[config.mk]
export PLATFORM = sky130hd
export DESIGN_NAME = led_blinker_bank
export DESIGN_NICKNAME = d
export VERILOG_FILES = /design/src/rtl/led_blinker_bank.sv
export SDC_FILE = /design/constraint.sdc
export NUM_CORES = 1
export LEC_CHECK = 0
export CORE_ASPECT_RATIO = 2
export CORE_UTILIZATION = 35
export DETAILED_ROUTE_END_ITERATION = 16
export MAX_ROUTING_LAYER = met4
export PLACE_DENSITY = 0.51
export SETUP_SLACK_MARGIN = 0.5
export SYNTH_ARGS = -nofsm -noshare
export SYNTH_HDL_FRONTEND = slang
export SYNTH_SLANG_ARGS = --single-unit
export TNS_END_PERCENT = 10
[constraint.sdc]
create_clock -name clk -period 3.5 [get_ports clk]
set_input_delay 0.7 -clock clk [delete_from_list [all_inputs] [get_ports clk]]
set_output_delay 0.7 -clock clk [all_outputs]
set_load 0.1 [all_outputs]
[src/rtl/led_blinker_bank.sv]
// Bank of independently configurable LED blinkers: OFF, FIXED period, RANDOM period, SOLID.
// RANDOM periods come from one shared 16-bit Galois LFSR, rotated differently for each channel.
module led_blinker_bank #(
  parameter int unsigned              N_CH           = 3,
  parameter int unsigned              CNT_W          = 8,
  parameter logic [15:0]              LFSR_SEED      = 16'hACE1,
  parameter logic [N_CH*CNT_W-1:0]    INIT_INTERVALS = {N_CH{CNT_W'(9)}},
  parameter logic [N_CH*2-1:0]        INIT_MODES     = {N_CH{2'b01}}
) (
  input  logic                        clk,
  input  logic                        rstbtn,
  input  logic                        enable,
  input  logic                        cfg_we,
  input  logic [3:0]                  cfg_ch,
  input  logic [1:0]                  cfg_mode,
  input  logic [CNT_W-1:0]            cfg_interval,
  output logic [N_CH-1:0]             leds,
  output logic [15:0]                 dbg_lfsr,
  output logic [N_CH*CNT_W-1:0]       dbg_counters
);

  typedef enum logic [1:0] {
    MODE_OFF    = 2'b00,
    MODE_FIXED  = 2'b01,
    MODE_RANDOM = 2'b10,
    MODE_SOLID  = 2'b11
  } mode_e;

  localparam logic [15:0] SEED_EFF  = (LFSR_SEED == 16'h0000) ? 16'h0001 : LFSR_SEED;
  localparam logic [15:0] LFSR_TAPS = 16'hB400;

  // Rotate the shared LFSR by 3*ch so channels draw decorrelated values; zero is bumped to 1.
  function automatic logic [CNT_W-1:0] rand_target(
    input logic [15:0]      lfsr,
    input int unsigned      ch,
    input logic [CNT_W-1:0] mask
  );
    int unsigned      s;
    logic [15:0]      w_rot;
    logic [CNT_W-1:0] w_t;
    s     = (3 * ch) % 16;
    w_rot = (lfsr << s) | (lfsr >> (16 - s));
    w_t   = CNT_W'(w_rot) & mask;
    return (w_t == '0) ? CNT_W'(1) : w_t;
  endfunction

  logic [15:0] r_lfsr;
  logic [15:0] w_lfsr_next;

  always_comb begin
    w_lfsr_next = {1'b0, r_lfsr[15:1]} ^ (r_lfsr[0] ? LFSR_TAPS : 16'h0000);
    if (w_lfsr_next == 16'h0000) begin
      w_lfsr_next = 16'h0001;
    end
  end

  always_ff @(posedge clk or posedge rstbtn) begin
    if (rstbtn) begin
      r_lfsr <= SEED_EFF;
    end else if (enable) begin
      r_lfsr <= w_lfsr_next;
    end
  end

  assign dbg_lfsr = r_lfsr;

  for (genvar g = 0; g < N_CH; g++) begin : g_ch
    localparam logic [1:0]       P_MODE = INIT_MODES[2*g +: 2];
    localparam logic [CNT_W-1:0] P_INT  = INIT_INTERVALS[CNT_W*g +: CNT_W];
    localparam logic [CNT_W-1:0] P_TGT  = (P_MODE == 2'b10) ? rand_target(SEED_EFF, g, P_INT) : P_INT;

    mode_e            r_mode;
    logic [CNT_W-1:0] r_interval;
    logic [CNT_W-1:0] r_cnt;
    logic [CNT_W-1:0] r_target;
    logic             r_led;
    logic             w_sel;
    logic             w_hit;

    assign w_sel = cfg_we && (cfg_ch == 4'(g));
    assign w_hit = (r_cnt == r_target);

    // A configuration write wins over everything, including a pulse due on the same edge.
    always_ff @(posedge clk or posedge rstbtn) begin
      if (rstbtn) begin
        r_mode     <= mode_e'(P_MODE);
        r_interval <= P_INT;
        r_cnt      <= '0;
        r_target   <= P_TGT;
        r_led      <= 1'b0;
      end else if (w_sel) begin
        r_mode     <= mode_e'(cfg_mode);
        r_interval <= cfg_interval;
        r_cnt      <= '0;
        r_led      <= 1'b0;
        r_target   <= (mode_e'(cfg_mode) == MODE_RANDOM) ?
                      rand_target(r_lfsr, g, cfg_interval) : cfg_interval;
      end else if (!enable) begin
        r_led <= 1'b0;
      end else begin
        case (r_mode)
          MODE_OFF: begin
            r_cnt <= '0;
            r_led <= 1'b0;
          end
          MODE_SOLID: begin
            r_cnt <= '0;
            r_led <= 1'b1;
          end
          default: begin
            if (w_hit) begin
              r_cnt <= '0;
              r_led <= 1'b1;
              if (r_mode == MODE_RANDOM) begin
                r_target <= rand_target(r_lfsr, g, r_interval);
              end
            end else begin
              r_cnt <= r_cnt + CNT_W'(1);
              r_led <= 1'b0;
            end
          end
        endcase
      end
    end

    // Gating with enable makes the LEDs go dark as soon as the bank is paused.
    assign leds[g]                        = r_led & enable;
    assign dbg_counters[CNT_W*g +: CNT_W] = r_cnt;
  end

endmodule

==> results.md <==
Yosys:
- The cell area after synthesis is 5110 um^2.
- Yosys mapped a number of flops with a built-in enable equal to 0.
- After synthesis, flip-flops and latches occupy 48.1% of the total area.
- Counting flops and latches in the post-synthesis netlist gives 97.
- In the synthesized netlist the dominant register cell turns out to be sky130_fd_sc_hd__dfrtp_1.
- The count of synthesis-stage warnings from yosys is 0.
- The number of cells produced by synthesis is 537.
- After synthesis, the mean cell area works out to 9.51 um^2.
- The number of nets in the synthesized netlist is 564.
- For this run, asynchronously set or reset flops after synthesis account for 100%.
- The netlist uses 45 different library cells.

Layout:
- The flip-flop and latch area is 2460 um^2.
- The number of diodes added for antenna fixing is 0.
- For this run, the post-layout net count is 610.
- The layout-stage area growth over the synthesis result is 19.7%.
- The multi-input gate area in the final layout is 2470 um^2.
- The share of layout cells above drive strength 1 is 23.0%.
- The count of fill cells added during filler insertion is 1465.

Power and ir drop:
- Across the VDD grid, the largest voltage drop is 356 uV.
- Combinational cells account for 43.1% of the total power.
- The net switching component of the power is 2320 uW.
- For this design the ratio of total power to cell area is 806 nW/um^2.
- In this run switching power makes up 47.0% of total power.
- The share of total power dissipated in sequential elements is 38.5%.
- Internal power comes to 2610 uW.
- The clock share of power is 18.4%.
- For this design the static power due to leakage is 0.00285 uW.

STA:
- The worst clock skew is 0.00713 ns.
- The final hold violation count is 0.
- Of the available clock period, the critical path in the final layout requires 79.7%.
- The final total negative setup slack is 0 ns.
- The time the final worst path needs with I/O delays and setup is 2.79 ns.
- The headroom to the max-slew limit is 18.9%.
- At the pin with the least slew margin, the transition time is 1.21 ns.
- The total of endpoints with negative setup slack in the final report is 0.
- The tightest hold path in the finished design has a slack of 0.461 ns.
- Setup repair after global routing left no endpoint under its margin.
- The count of pins over their slew limit came to 0.
- After layout, the worst setup slack is 0.711 ns.
- The timing-limited maximum frequency is 359 MHz.

Run status:
- The flow ran to the end, and the final reports show no timing, DRC or antenna violations.

Min path:
- The worst min-delay path startpoint is g_ch[0].r_interval[0].
- The count of cells along the worst hold path is 2.
- The tightest min-delay check is of the reg -> reg type.

Clock network:
- The clock-pin transition on the worst setup and hold timing paths is 0.07 ns.
- The later-pin clock latency in the skew report is 0.34 ns.
- TritonCTS built the clock tree.
- The maximum buffer depth of the clock tree is 2.
- In this run, CTS created clock tree buffers numbering 9.
- The number of setup buffers added after CTS is 0.
- In this run, post-CTS hold repair placed 0 buffers.
- Gates resized during post-CTS repair numbered 0.
- The master cell of the clock root buffer is sky130_fd_sc_hd__clkbuf_16.
- The H-tree was split into 3 levels.
- The clock net in this run drives a total of 97 sinks.

Critical path:
- The standard cell with the maximum stage delay on the critical path is sky130_fd_sc_hd__or3b_1.
- The critical path startpoint category is a primary input.
- The data required time at the worst endpoint is 3.73 ns.
- The critical path in this run is classified as in -> reg.
- The arrival time at the worst endpoint is 3.02 ns.
- The beginning of the critical path is cfg_we.
- The start of the worst register-to-register path is g_ch[0].r_mode[0].
- The critical path goes through clkdlybuf4s50_1 > or3b_4 > or3b_1 > o41a_1 > mux2_2.
- The number of cell instances on the worst register-to-register path is 5.
- The largest single stage delay on the critical path is 0.70 ns.
- On the critical path the largest part of the delay comes from simple AND/OR/NAND/NOR gates.
- The number of buffers and inverters on the critical path is 1.
- In this run the number of cells on the critical path is 5.
- The endpoint class of the critical path is a flop.
- Along the worst path, the maximum fanout reaches 24.

Placement:
- At the placement stage, the worst setup path has a slack of 0.343 ns.
- The number of buffer cells added on primary ports is 60.
- The HPWL reported at the end of detailed placement is 10200 um.
- Routability-driven placement finished with a final weighted congestion of 0.847.

Floorplanning:
- The vertical extent of the die is 173 um.
- The area enclosed by the die boundary is 15100 um^2.
- The floorplan has 62 rows.
- In this run the standard cell core region covers 14300 um^2.
- The count of pins on the block boundary is 61.
- The initial core utilization is 35.8%.
- The chip width is 87.4 um.

Drt:
- The DRC violation total after the first TritonRoute iteration is 230.
- The count of antenna-violating nets left after detailed routing is 0.
- The average wire per standard cell is 18.2 um.
- The routed layout has 4141 vias.
- The wire length after detailed routing is 14200 um.
- The DRC violations left is 0.
- The number of iterations in the first detailed-routing pass is 5.
- Using the TritonRoute via totals, the vias-per-cell ratio works out to 5.31.

GRT:
- The overall track demand over capacity in global routing is 20.9%.
- The first global-routing pass estimated 23300 um of wire.
- The pin count of the biggest net entering global routing is 98.
- The number of global-route vias before repair is 4442.
- Global routing finished with a remaining overflow of 0.
- The initial antenna violation count came to 0.

Job:
- The tool flagged a number of max-cap violations equal to 0.
-- flip-flops by register name (all words and copies together), names as in the netlist --
| signal | cells |
|---|---|
| g_ch.r_target | 24 |
| g_ch.r_interval | 24 |
| g_ch.r_cnt | 24 |
| dbg_lfsr | 16 |
| g_ch.r_mode | 6 |
| g_ch.r_led | 3 |
-- cell usage in the layout, fill, tap and decap left out, types with 5 or more instances in the layout --
master	count
sky130_fd_sc_hd__xnor2_1	5
sky130_fd_sc_hd__nor2_1	21
sky130_fd_sc_hd__nand2_1	106
sky130_fd_sc_hd__a22oi_1	7
sky130_fd_sc_hd__o22ai_1	5
sky130_fd_sc_hd__xor2_1	26
sky130_fd_sc_hd__dfstp_2	23
sky130_fd_sc_hd__nand3_1	29
sky130_fd_sc_hd__and3_1	9
sky130_fd_sc_hd__clkdlybuf4s50_1	18
sky130_fd_sc_hd__dfrtp_1	74
sky130_fd_sc_hd__nor4_1	8
sky130_fd_sc_hd__buf_4	50
sky130_fd_sc_hd__a22o_1	10
sky130_fd_sc_hd__clkbuf_16	9
sky130_fd_sc_hd__o21ai_0	43
sky130_fd_sc_hd__mux2_2	34
sky130_fd_sc_hd__nand2b_1	6
sky130_fd_sc_hd__a31oi_1	14
sky130_fd_sc_hd__a21oi_1	15
sky130_fd_sc_hd__ha_1	9
sky130_fd_sc_hd__a221oi_1	5
sky130_fd_sc_hd__inv_1	11
-- through the flow --
stage	utilization [%]	cell area [um^2]	instances	power, uW
finish	42.8	6110	780	4930
global route	42.8	6110	780	5220
CTS	42.8	6110	780	4980
detailed placement	41.0	5850	764	4070
global placement	41.0	5850	764	4030
floorplan	-	5110	537	3490
-- synth_stat cells, types with 12 or more instances --
| library cell | n | area share [%] |
|---|---|---|
| sky130_fd_sc_hd__o21ai_0 | 43 | 4.2 |
| sky130_fd_sc_hd__dfstp_2 | 23 | 12 |
| sky130_fd_sc_hd__clkbuf_1 | 28 | 2.1 |
| sky130_fd_sc_hd__xor2_1 | 26 | 4.5 |
| sky130_fd_sc_hd__nand2_1 | 106 | 7.8 |
| sky130_fd_sc_hd__nand3_1 | 29 | 2.8 |
| sky130_fd_sc_hd__inv_1 | 12 | 0.88 |
| sky130_fd_sc_hd__mux2_2 | 34 | 7.5 |
| sky130_fd_sc_hd__a21oi_1 | 15 | 1.5 |
| sky130_fd_sc_hd__a31oi_1 | 14 | 1.7 |
| sky130_fd_sc_hd__nor2_1 | 21 | 1.5 |
| sky130_fd_sc_hd__dfrtp_1 | 74 | 36 |
-- worst reg2reg max path: stages (launching register included) --
cell	delay (ns)
sky130_fd_sc_hd__dfstp_2	0.53
sky130_fd_sc_hd__inv_1	0.05
sky130_fd_sc_hd__ha_1	0.34
sky130_fd_sc_hd__a2111oi_2	1.02
sky130_fd_sc_hd__o21ai_0	0.22
sky130_fd_sc_hd__a31oi_1	0.22
-- layout make-up --
type | count | area share [%]
inverter | 12 | 0.798
clock buffer | 11 | 3.81
tap | 192 | 3.93
timing repair buffer | 72 | 10.4
clock inverter | 5 | 0.532
multi-input combinational | 391 | 40.4
sequential | 97 | 40.2
-- final timing paths --
kind	to	slack [ns]
max	g_ch[1].r_target[4]	0.71
min	g_ch[0].r_interval[0]	0.46
max reg2reg	g_ch[0].r_cnt[5]	1.04
min reg2reg	g_ch[0].r_interval[0]	0.46
max in group asynchronous	g_ch[2].r_target[3]	2.24
min in group asynchronous	g_ch[1].r_cnt[6]	0.87
-- power by group through the flow --
stage / Combinational [uW] / Clock (uW) / Sequential (uW)
2_1_floorplan: 927 / 0 / 2560
3_3_place_gp: 2120 / 0 / 1910
4_1_cts: 2150 / 932 / 1900
3_5_place_dp: 2140 / 0 / 1920
6_report: 2120 / 907 / 1900
5_1_grt: 2290 / 974 / 1950
-- cells by family (layout without fill, tap and decap cells) --
logic type	Yosys count	count (layout)	synth area share [%]
flops	97	97	48.1
compound gates	116	116	14.9
mux	35	35	7.79
fa+ha+maj	9	9	2.21
buf+inv	49	100	3.75
xor+xnor	31	31	5.32
simple gates	200	200	17.9
-- metal layers --
layer,share of wire (%),vias to the layer above,track usage [%]
met2,55,101,36.1
met1,39,2030,22.7
met5,0,-,-
met3,3.4,27,3.77
li1,-,1983,-
met4,3.1,0,9.70
(Power assumes the default switching activity.)
